## config.mk

```make
export PLATFORM = sky130hd
export DESIGN_NAME = spi_reg_master
export DESIGN_NICKNAME = d
export VERILOG_FILES = /design/src/rtl/spi_reg_master_pkg.sv /design/src/rtl/spi_reg_master_sync.sv /design/src/rtl/spi_reg_master.sv
export SDC_FILE = /design/constraint.sdc
export NUM_CORES = 1
export LEC_CHECK = 0
export CORE_ASPECT_RATIO = 0.6
export CORE_MARGIN = 3
export CORE_UTILIZATION = 25
export DETAILED_ROUTE_END_ITERATION = 7
export GPL_ROUTABILITY_DRIVEN = 1
export PLACE_DENSITY = 0.53
export SLEW_MARGIN = 20
export SYNTH_ARGS = -nofsm -noshare
export SYNTH_HDL_FRONTEND = slang
export SYNTH_HIERARCHICAL = 1
export SYNTH_SLANG_ARGS = --single-unit
```

## constraint.sdc

```tcl
create_clock -name clk -period 3.5 [get_ports clk]
set_clock_uncertainty 0.2 [all_clocks]
set_input_delay 0.7 -clock clk [delete_from_list [all_inputs] [get_ports clk]]
set_output_delay 0.7 -clock clk [all_outputs]
set_load 0.005 [all_outputs]
```

## src/rtl/spi_reg_master_pkg.sv

```systemverilog
// Shared encodings for the SPI register master: transaction width codes,
// header bit positions and small helpers to build the outgoing frame.
package spi_reg_master_pkg;

  typedef enum logic [1:0] {
    WID_8   = 2'b00,
    WID_16  = 2'b01,
    WID_32  = 2'b10,
    WID_32X = 2'b11
  } width_e;

  localparam int HDR_BITS     = 16;
  localparam int HDR_RW_BIT   = 15;
  localparam int HDR_WID_LSB  = 6;
  localparam int HDR_ADDR_LSB = 0;

  function automatic logic [5:0] data_bits(input logic [1:0] w);
    case (w)
      WID_8:   data_bits = 6'd8;
      WID_16:  data_bits = 6'd16;
      default: data_bits = 6'd32;
    endcase
  endfunction

  function automatic logic [15:0] make_header(input logic rw, input logic [1:0] w,
                                              input logic [5:0] addr);
    logic [15:0] h;
    h = '0;
    h[HDR_RW_BIT] = rw;
    h[HDR_WID_LSB +: 2] = w;
    h[HDR_ADDR_LSB +: 6] = addr;
    return h;
  endfunction

  // Left-align the used data bits so the frame shifts out MSB first from bit 31.
  function automatic logic [31:0] align_wdata(input logic [31:0] wdata, input logic [1:0] w);
    case (w)
      WID_8:   align_wdata = {wdata[7:0], 24'b0};
      WID_16:  align_wdata = {wdata[15:0], 16'b0};
      default: align_wdata = wdata;
    endcase
  endfunction

endpackage

```

## src/rtl/spi_reg_master_sync.sv

```systemverilog
// Multi-flop synchronizer for signals arriving asynchronously to clk.
module spi_reg_master_sync #(
  parameter int STAGES = 2,
  parameter int WIDTH  = 1
) (
  input  logic             clk,
  input  logic             rst_n,
  input  logic [WIDTH-1:0] d,
  output logic [WIDTH-1:0] q
);

  logic [STAGES*WIDTH-1:0] chain;

  always_ff @(posedge clk or negedge rst_n) begin
    if (!rst_n) chain <= '0;
    else        chain <= {chain[(STAGES-1)*WIDTH-1:0], d};
  end

  assign q = chain[STAGES*WIDTH-1 -: WIDTH];

endmodule

```

## src/rtl/spi_reg_master.sv

```systemverilog
// SPI mode-0 register master: 16-bit header then 8/16/32 data bits.
// Optional ready timeout enabled by defining SPI_REG_MASTER_TIMEOUT_EN.
//
// state      | meaning
// IDLE       | waiting for start, enforcing cs-high gap
// CS_SETUP   | cs low, sclk low for CLK_DIV cycles
// HDR        | shifting 16 header bits
// WAIT_RDY   | read only: sclk low until synchronized slv_ready
// DATA       | shifting N data bits (out on write, in on read)
// CS_HOLD    | sclk low for CLK_DIV cycles, then cs high
// DONE       | one-cycle done pulse
module spi_reg_master
  import spi_reg_master_pkg::*;
#(
  parameter int CLK_DIV        = 4,
  parameter int TIMEOUT_CYCLES = 1023
) (
  input  logic        clk,
  input  logic        rst_n,
  input  logic        start,
  input  logic        rw,
  input  logic [1:0]  txn_width,
  input  logic [5:0]  addr,
  input  logic [31:0] wdata,
  output logic        busy,
  output logic        done,
  output logic        err,
  output logic [31:0] rdata,
  output logic        spi_cs_n,
  output logic        spi_clk,
  output logic        spi_mosi,
  input  logic        spi_miso,
  input  logic        slv_ready
);

  if (CLK_DIV < 2 || CLK_DIV > 255 || TIMEOUT_CYCLES < 1) begin : g_param_check
    $error("spi_reg_master: illegal CLK_DIV or TIMEOUT_CYCLES");
  end

  typedef enum logic [2:0] {
    S_IDLE, S_CS_SETUP, S_HDR, S_WAIT_RDY, S_DATA, S_CS_HOLD, S_DONE
  } state_e;

  localparam logic [7:0] DIV_LOAD = 8'(CLK_DIV - 1);

  state_e      state;
  logic [7:0]  div_cnt;
  logic [7:0]  gap_cnt;
  logic [4:0]  bit_cnt;
  logic [47:0] tx_sr;
  logic [31:0] rx_sr;
  logic        rw_q;
  logic [1:0]  wid_q;
  logic        rdy_sync;

`ifdef SPI_REG_MASTER_TIMEOUT_EN
  localparam int TMO_W = $clog2(TIMEOUT_CYCLES + 1);
  localparam logic [TMO_W-1:0] TMO_LOAD = TMO_W'(TIMEOUT_CYCLES - 1);
  logic [TMO_W-1:0] tmo_cnt;
  logic             aborted;
  logic             err_q;
  assign err = err_q;
`else
  assign err = 1'b0;
`endif

  spi_reg_master_sync #(.STAGES(2), .WIDTH(1)) u_rdy_sync (
    .clk   (clk),
    .rst_n (rst_n),
    .d     (slv_ready),
    .q     (rdy_sync)
  );

  always_ff @(posedge clk or negedge rst_n) begin
    if (!rst_n) begin
      state    <= S_IDLE;
      busy     <= 1'b0;
      done     <= 1'b0;
      rdata    <= '0;
      spi_cs_n <= 1'b1;
      spi_clk  <= 1'b0;
      spi_mosi <= 1'b0;
      div_cnt  <= '0;
      gap_cnt  <= '0;
      bit_cnt  <= '0;
      tx_sr    <= '0;
      rx_sr    <= '0;
      rw_q     <= 1'b0;
      wid_q    <= '0;
`ifdef SPI_REG_MASTER_TIMEOUT_EN
      tmo_cnt  <= '0;
      aborted  <= 1'b0;
      err_q    <= 1'b0;
`endif
    end else begin
      done <= 1'b0;
      // gap_cnt holds cs high after a frame; cs may only fall once it reaches zero
      if (gap_cnt != 8'd0) gap_cnt <= gap_cnt - 8'd1;
      case (state)
        S_IDLE: begin
          if (start) begin
            busy     <= 1'b1;
            rw_q     <= rw;
            wid_q    <= txn_width;
            tx_sr    <= {make_header(rw, txn_width, addr), align_wdata(wdata, txn_width)};
            rx_sr    <= '0;
            spi_mosi <= rw;
            div_cnt  <= DIV_LOAD;
            state    <= S_CS_SETUP;
`ifdef SPI_REG_MASTER_TIMEOUT_EN
            aborted  <= 1'b0;
`endif
            if (gap_cnt == 8'd0) spi_cs_n <= 1'b0;
          end
        end
        S_CS_SETUP: begin
          if (spi_cs_n) begin
            if (gap_cnt == 8'd0) spi_cs_n <= 1'b0;
          end else if (div_cnt == 8'd0) begin
            spi_clk <= 1'b1;
            bit_cnt <= 5'(HDR_BITS - 1);
            div_cnt <= DIV_LOAD;
            state   <= S_HDR;
          end else begin
            div_cnt <= div_cnt - 8'd1;
          end
        end
        S_HDR, S_DATA: begin
          if (div_cnt != 8'd0) begin
            div_cnt <= div_cnt - 8'd1;
          end else begin
            div_cnt <= DIV_LOAD;
            if (spi_clk) begin
              spi_clk  <= 1'b0;
              tx_sr    <= tx_sr << 1;
              spi_mosi <= tx_sr[46];
              if (state == S_DATA && bit_cnt == 5'd0) state <= S_CS_HOLD;
            end else if (bit_cnt != 5'd0) begin
              spi_clk <= 1'b1;
              bit_cnt <= bit_cnt - 5'd1;
              if (state == S_DATA) rx_sr <= {rx_sr[30:0], spi_miso};
            end else if (rw_q) begin
              spi_clk <= 1'b1;
              bit_cnt <= 5'(data_bits(wid_q) - 6'd1);
              state   <= S_DATA;
            end else begin
              state <= S_WAIT_RDY;
`ifdef SPI_REG_MASTER_TIMEOUT_EN
              tmo_cnt <= TMO_LOAD;
`endif
            end
          end
        end
        S_WAIT_RDY: begin
          if (rdy_sync) begin
            spi_clk <= 1'b1;
            bit_cnt <= 5'(data_bits(wid_q) - 6'd1);
            div_cnt <= DIV_LOAD;
            rx_sr   <= {rx_sr[30:0], spi_miso};
            state   <= S_DATA;
          end
`ifdef SPI_REG_MASTER_TIMEOUT_EN
          else if (tmo_cnt == '0) begin
            aborted <= 1'b1;
            div_cnt <= DIV_LOAD;
            state   <= S_CS_HOLD;
          end else begin
            tmo_cnt <= tmo_cnt - TMO_W'(1);
          end
`endif
        end
        S_CS_HOLD: begin
          if (div_cnt == 8'd0) begin
            spi_cs_n <= 1'b1;
            done     <= 1'b1;
            gap_cnt  <= DIV_LOAD;
            state    <= S_DONE;
`ifdef SPI_REG_MASTER_TIMEOUT_EN
            err_q <= aborted;
            if (!rw_q && !aborted) rdata <= rx_sr;
`else
            if (!rw_q) rdata <= rx_sr;
`endif
          end else begin
            div_cnt <= div_cnt - 8'd1;
          end
        end
        S_DONE: begin
          busy  <= 1'b0;
          state <= S_IDLE;
`ifdef SPI_REG_MASTER_TIMEOUT_EN
          err_q <= 1'b0;
`endif
        end
        default: state <= S_IDLE;
      endcase
    end
  end

endmodule
```

# Word level (Yosys, flattened, before mapping)
# Cells that the tools add are included.
[totals] word_cells=141 output_inout_bits=38 register_bits=145
[classes] addsub=5 reduce_logical=27 mux=70 n_bitwise=1 eq_ne=23
[ops] operator="2-to-1 mux 32 bit" n=6
[ops] operator="2-to-1 mux 47 bit" n=3
[ops] operator="one-hot mux 32 bit (3 select lines)" n=1
[ops] operator="one-hot mux 47 bit (2 select lines)" n=1
[ops] operator="2-to-1 mux 8 bit" n=9
[ops] operator="2-to-1 mux 5 bit" n=14
[ops] operator="one-hot mux 32 bit (2 select lines)" n=1
[ops] operator="one-hot mux 8 bit (5 select lines)" n=1
[ops] operator="2-to-1 mux 3 bit" n=10
[ops] operator="!= test 2 bit (second input constant)" n=11
[ops] operator="2-to-1 mux 1 bit" n=17
[ops] operator="logical NOT 8 bit" n=2
[ops] operator="nonzero test 8 bit" n=2
[ops] operator="subtractor 8 x 1 -> 8 bit (second input constant)" n=2
[ops] operator="one-hot mux 3 bit (5 select lines)" n=1
[ops] operator="one-hot mux 5 bit (3 select lines)" n=1
[ops] operator="subtractor 5 x 1 -> 5 bit (second input constant)" n=3
[ops] operator="AND reduction 7 bit" n=2
[ops] operator="one-hot mux 5 bit (2 select lines)" n=1
[ops] operator="AND reduction 5 bit" n=2
[ops] operator="nonzero test 5 bit" n=2
[ops] operator="equality test 3 bit (second input constant)" n=3
[ops] operator="!= test 3 bit (second input constant)" n=3
[ops] operator="nonzero test 3 bit" n=3
[ops] operator="17 further kinds" n=25

# Logic depth before layout (Yosys ltp)
[logic_depth] ltp_word=13 mapped_depth=10 mapped_depth_nobuf=7

# Hierarchy
# The synthesis kept the hierarchy.
[by_module_without_submodules] mod="spi_reg_master" cells_each=709 area_per_inst_um2=6705.2 n_inst=1 seq_area_each_um2=3579.7
[by_module_without_submodules] mod="spi_reg_master_sync" cells_each=2 area_per_inst_um2=50.0 n_inst=1 seq_area_each_um2=50.0

# Worst setup path before layout
# No wires, ideal clock.
[synth_timing] kind="register to register" start="reg div_cnt[0]" end="reg div_cnt[6]" path_stages_with_launch=10 path_buffers=2 setup_ns=0.121 period_less_slack_ns=2.561 arrival_ns=2.240 slack_ns=0.939 cell_sequence="dfrtp_1 -> inv_1 -> ha_1 -> or3b_2 -> clkbuf_1 -> or4b_4 -> o311ai_4 -> buf_6 -> o21ai_1 -> a22o_1"
[synth_via] elab_chain_len=4 word_cells_on_any_way=10 classes_between="1 x add/sub; 1 x eq/ne; 5 x mux; 3 x reduce/logical"
[synth_lines] item="start, declared" line_no="spi_reg_master.sv:47" rtl="logic [7:0] div_cnt;"
[synth_lines] item="start signal, assigned" line_no="spi_reg_master.sv:125" rtl="div_cnt <= div_cnt - 8'd1;"
[synth_lines] item="start signal, assigned" line_no="spi_reg_master.sv:130" rtl="div_cnt <= div_cnt - 8'd1;"
[synth_lines] item="start signal, assigned" line_no="spi_reg_master.sv:185" rtl="div_cnt <= div_cnt - 8'd1;"
[synth_lines] item="subtractor 8 x 1 -> 8 bit or logical NOT 8 bit (tied branches)"
[synth_lines] item="2-to-1 mux 8 bit" line_no="spi_reg_master.sv:119" rtl="end else if (div_cnt == 8'd0) begin"
[synth_lines] item="2-to-1 mux 8 bit" line_no="spi_reg_master.sv:117" rtl="if (spi_cs_n) begin"
[synth_lines] item="one-hot mux 8 bit (5 select lines)" line_no="spi_reg_master.sv:99" rtl="case (state)"
# Parallel ways exist; a longest one is shown, timed or not. The select of a mux whose other input is x is not followed.
# A chain may end at the register's enable or synchronous reset.

# Worst setup path in the final report
[layout_timing] start="reg div_cnt[0]" end="reg state[2]"
[layout_via] elab_chain_len=3 word_cells_on_any_way=6 classes_between="3 x eq/ne; 3 x reduce/logical"
[layout_lines] item="nonzero test 8 bit or logical NOT 8 bit (tied branches)" line_no="spi_reg_master.sv:129, spi_reg_master.sv:119, spi_reg_master.sv:173"
[layout_lines] item="!= test 2 bit (no source line)"
[layout_lines] item="AND reduction 8 bit (no source line) (*)"
[layout_lines] item="end signal, assigned" line_no="spi_reg_master.sv:123" rtl="state <= S_HDR;"
[layout_lines] item="end signal, assigned" line_no="spi_reg_master.sv:137" rtl="if (state == S_DATA && bit_cnt == 5'd0) state <= S_CS_HOLD;"
[layout_lines] item="end signal, assigned" line_no="spi_reg_master.sv:145" rtl="state <= S_DATA;"
[layout_lines] item="end, declared" line_no="spi_reg_master.sv:46" rtl="state_e state;"
# Mark *: on every way between the ends. The rest lies on a longest branch, timed or not.

==> flow_summary.json <==
{
  "dpl.cell_count": 1110,
  "r2r.worst_path.cells": 7,
  "setup_violations": 0,
  "multi_input_area_um2": 2885,
  "cts.repair.resized": 0,
  "finalPower_w": 0.006683,
  "startpoint": "div_cnt[0]",
  "synthFlopType": "dfrtp_1",
  "post-place-ws_ns": 0.5967,
  "relSlewSlack": 0.4562,
  "yosys.area.top_type": "dfrtp_1",
  "htreeDepth": 4,
  "synthArstFlopShare": 1.000,
  "grt_pass1_wl_mm": 28.03,
  "clock.fmax_ghz": 0.3679,
  "seqCellArea_um2": 3630,
  "syn2layout_area_growth_pct": 26.06,
  "initialDrtViolationCount": 319,
  "startpoint_type": "register",
  "clk_latency_ns": 0.42,
  "synth_common_cells": "nand2_1 (160), dfrtp_1 (144), o21ai_0 (70)",
  "post-cts-setup-buffers": 0,
  "fp-row-count": 45,
  "post-synth-top-count-cell": "nand2_1",
  "hold_class": "in -> async",
  "arrival_ns": 2.83,
  "peakVddDrop_mv": 0.4280,
  "final.min_clock_period_ns": 2.718,
  "holdBufCountCts": 0,
  "start_util": 0.2608,
  "synth_fp_nets": 762,
  "cts_max_path_buffers": 2,
  "port_buffers": 82,
  "dieArea_um2": 29090,
  "nFillCells": 2667,
  "place_hpwl_mm": 11.25,
  "root_buffer": "clkbuf_16",
  "layout.cells.non_filler": 1141,
  "wirelength_mm": 16.52,
  "yosysTopAreaCellShare": 0.5334,
  "max_slew.worst_pin.slew_ns": 0.8122,
  "ant_nets": 0,
  "gp_congestion": 0.7544,
  "first_pass_iters": 5,
  "via_per_inst": 4.579,
  "numCtsBuffers": 17,
  "setup_tns_ns": 0,
  "netlist_area_um2": 6755,
  "synth_cell_types": 50,
  "reg2reg_from": "div_cnt[0]",
  "critical_path_class": "reg -> reg",
  "pin_count": 84,
  "vias": 5225,
  "synth-edff-count": 0,
  "yosysSeqAreaShare": 0.5373,
  "layout_setup_ws_ns": 0.7822,
  "endpoint_kind": "register",
  "yosys_register_bits": 145,
  "grt_max_degree": 72,
  "yosysWarnings": 6,
  "dieHeight_um": 133.3,
  "die_x_um": 218.2,
  "nets": 828,
  "finalHoldViolations": 0,
  "fin_crit_sh": 0.7765,
  "drc": 0,
  "cp_max_fo": 8,
  "maxCapViolations": 0,
  "p_per_area_nw_per_um2": 784.8,
  "status": "complete, no violations",
  "grt_setup_unrepaired": "no",
  "fin_util": 0.3288,
  "drive_above_1_share": 0.1218,
  "path_clk_slew_ns": 0.06,
  "grt_pass1_vias": 5154,
  "leakage_nw": 3.644,
  "overflow": 0,
  "cts.sinks": 145,
  "fp.coreArea_um2": 25900,
  "tritoncts": "done",
  "avgSynthCellArea_um2": 9.501,
  "finalMaxSlewViolations": 0,
  "grt_usage": 0.1205,
  "post_drt_wl_per_cell_um": 14.48,
  "syn_inst": 711,
  "cp_data_required_time_ns": 3.61,
  "synthTopCellsByArea": "dfrtp_1 (53%), nand2_1 (8.9%), mux2_2 (5.8%)",
  "antenna_found_initial": 0
}
-- power by group --
part	total [W]	switching (W)	internal [W]
Clock	0.00170	0.000699	0.00100
Combinational	0.00254	0.00160	0.000947
Sequential	0.00244	0.000323	0.00212
Total	0.00668	0.00262	0.00406
-- placed cells by master, fill, tap and decap left out, types with 5 or more instances in the layout --
cell type / instances
inv_1: 12
a221o_1: 8
nor2b_1: 5
nand2b_1: 9
nor2_1: 54
nand2_1: 160
mux2_2: 35
nand3_1: 27
ha_1: 5
mux2i_1: 10
nor3_1: 10
clkbuf_16: 17
buf_4: 14
o21ai_0: 70
o31ai_1: 6
a31oi_1: 36
dfrtp_1: 144
a21oi_1: 13
clkdlybuf4s50_1: 81
-- cell families (layout without fill, tap and decap cells) --
logic type / Yosys count / in the layout / synth area share
and+or+nand+nor: 285 / 285 / 0.1824
xor gates and xnor gates: 6 / 6 / 0.007779
DFF: 145 / 145 / 0.5373
buffers and inverters: 63 / 140 / 0.03927
adders and majority gates: 5 / 5 / 0.009261
AOI/OAI and AO/OA: 161 / 161 / 0.1502
other: 1 / 2 / 0.0005551
muxes: 45 / 45 / 0.07316
-- area by class of cell --
cell class              instances  area share
repair buffers                 98      0.1136
well taps                     352     0.05172
clock inverters                10     0.01043
diodes                          1   0.0002939
inverters                      12    0.005289
multi-input cells             503      0.3388
flip-flops and latches        145      0.4262
clock buffers                  20     0.05363
-- state kept, by name, summed over array words and instances, names as in the netlist --
signal            flops
bit_cnt               5
busy                  1
div_cnt               8
done                  1
gap_cnt               8
rdata                32
rw_q                  1
rx_sr                32
spi_clk               1
spi_cs_n              1
spi_mosi              1
state                 3
tx_sr                47
u_rdy_sync/chain      2
wid_q                 2
-- through the flow --
step / hold WS, ns / cell area [µm²]
3_3_place_gp: 0.1443 / 7968
2_1_floorplan: 0.1312 / 6755
3_5_place_dp: 0.1434 / 7968
5_1_grt: 0.1113 / 8513
4_1_cts: 0.08952 / 8513
6_report: 0.06822 / 8516
-- critical path: stages, from the launching register on --
cell and delay [ns]:
dfrtp_1 0.40, inv_1 0.11, ha_1 0.15, or3b_2 0.55, nor2_1 0.33, o221ai_1 0.32, or2_1 0.33, o32ai_1 0.22
-- per-layer routing --
metal	track usage	up-vias	share of wire
li1	-	2606	-
met1	0.1882	2519	0.55
met2	0.1589	90	0.39
met3	0.03784	10	0.050
met4	0.02678	0	0.0064
met5	0	-	0
-- final timing paths --
path,end,slack (ns)
min in group clk,u_rdy_sync/chain[1],0.15
worst max-delay path,state[2],0.78
worst min register to register,u_rdy_sync/chain[1],0.15
worst max register to register,state[2],0.78
max in group asynchronous,state[2],2.22
worst min-delay path,tx_sr[10],0.07
No activity file was read; power rests on OpenSTA's default activity.
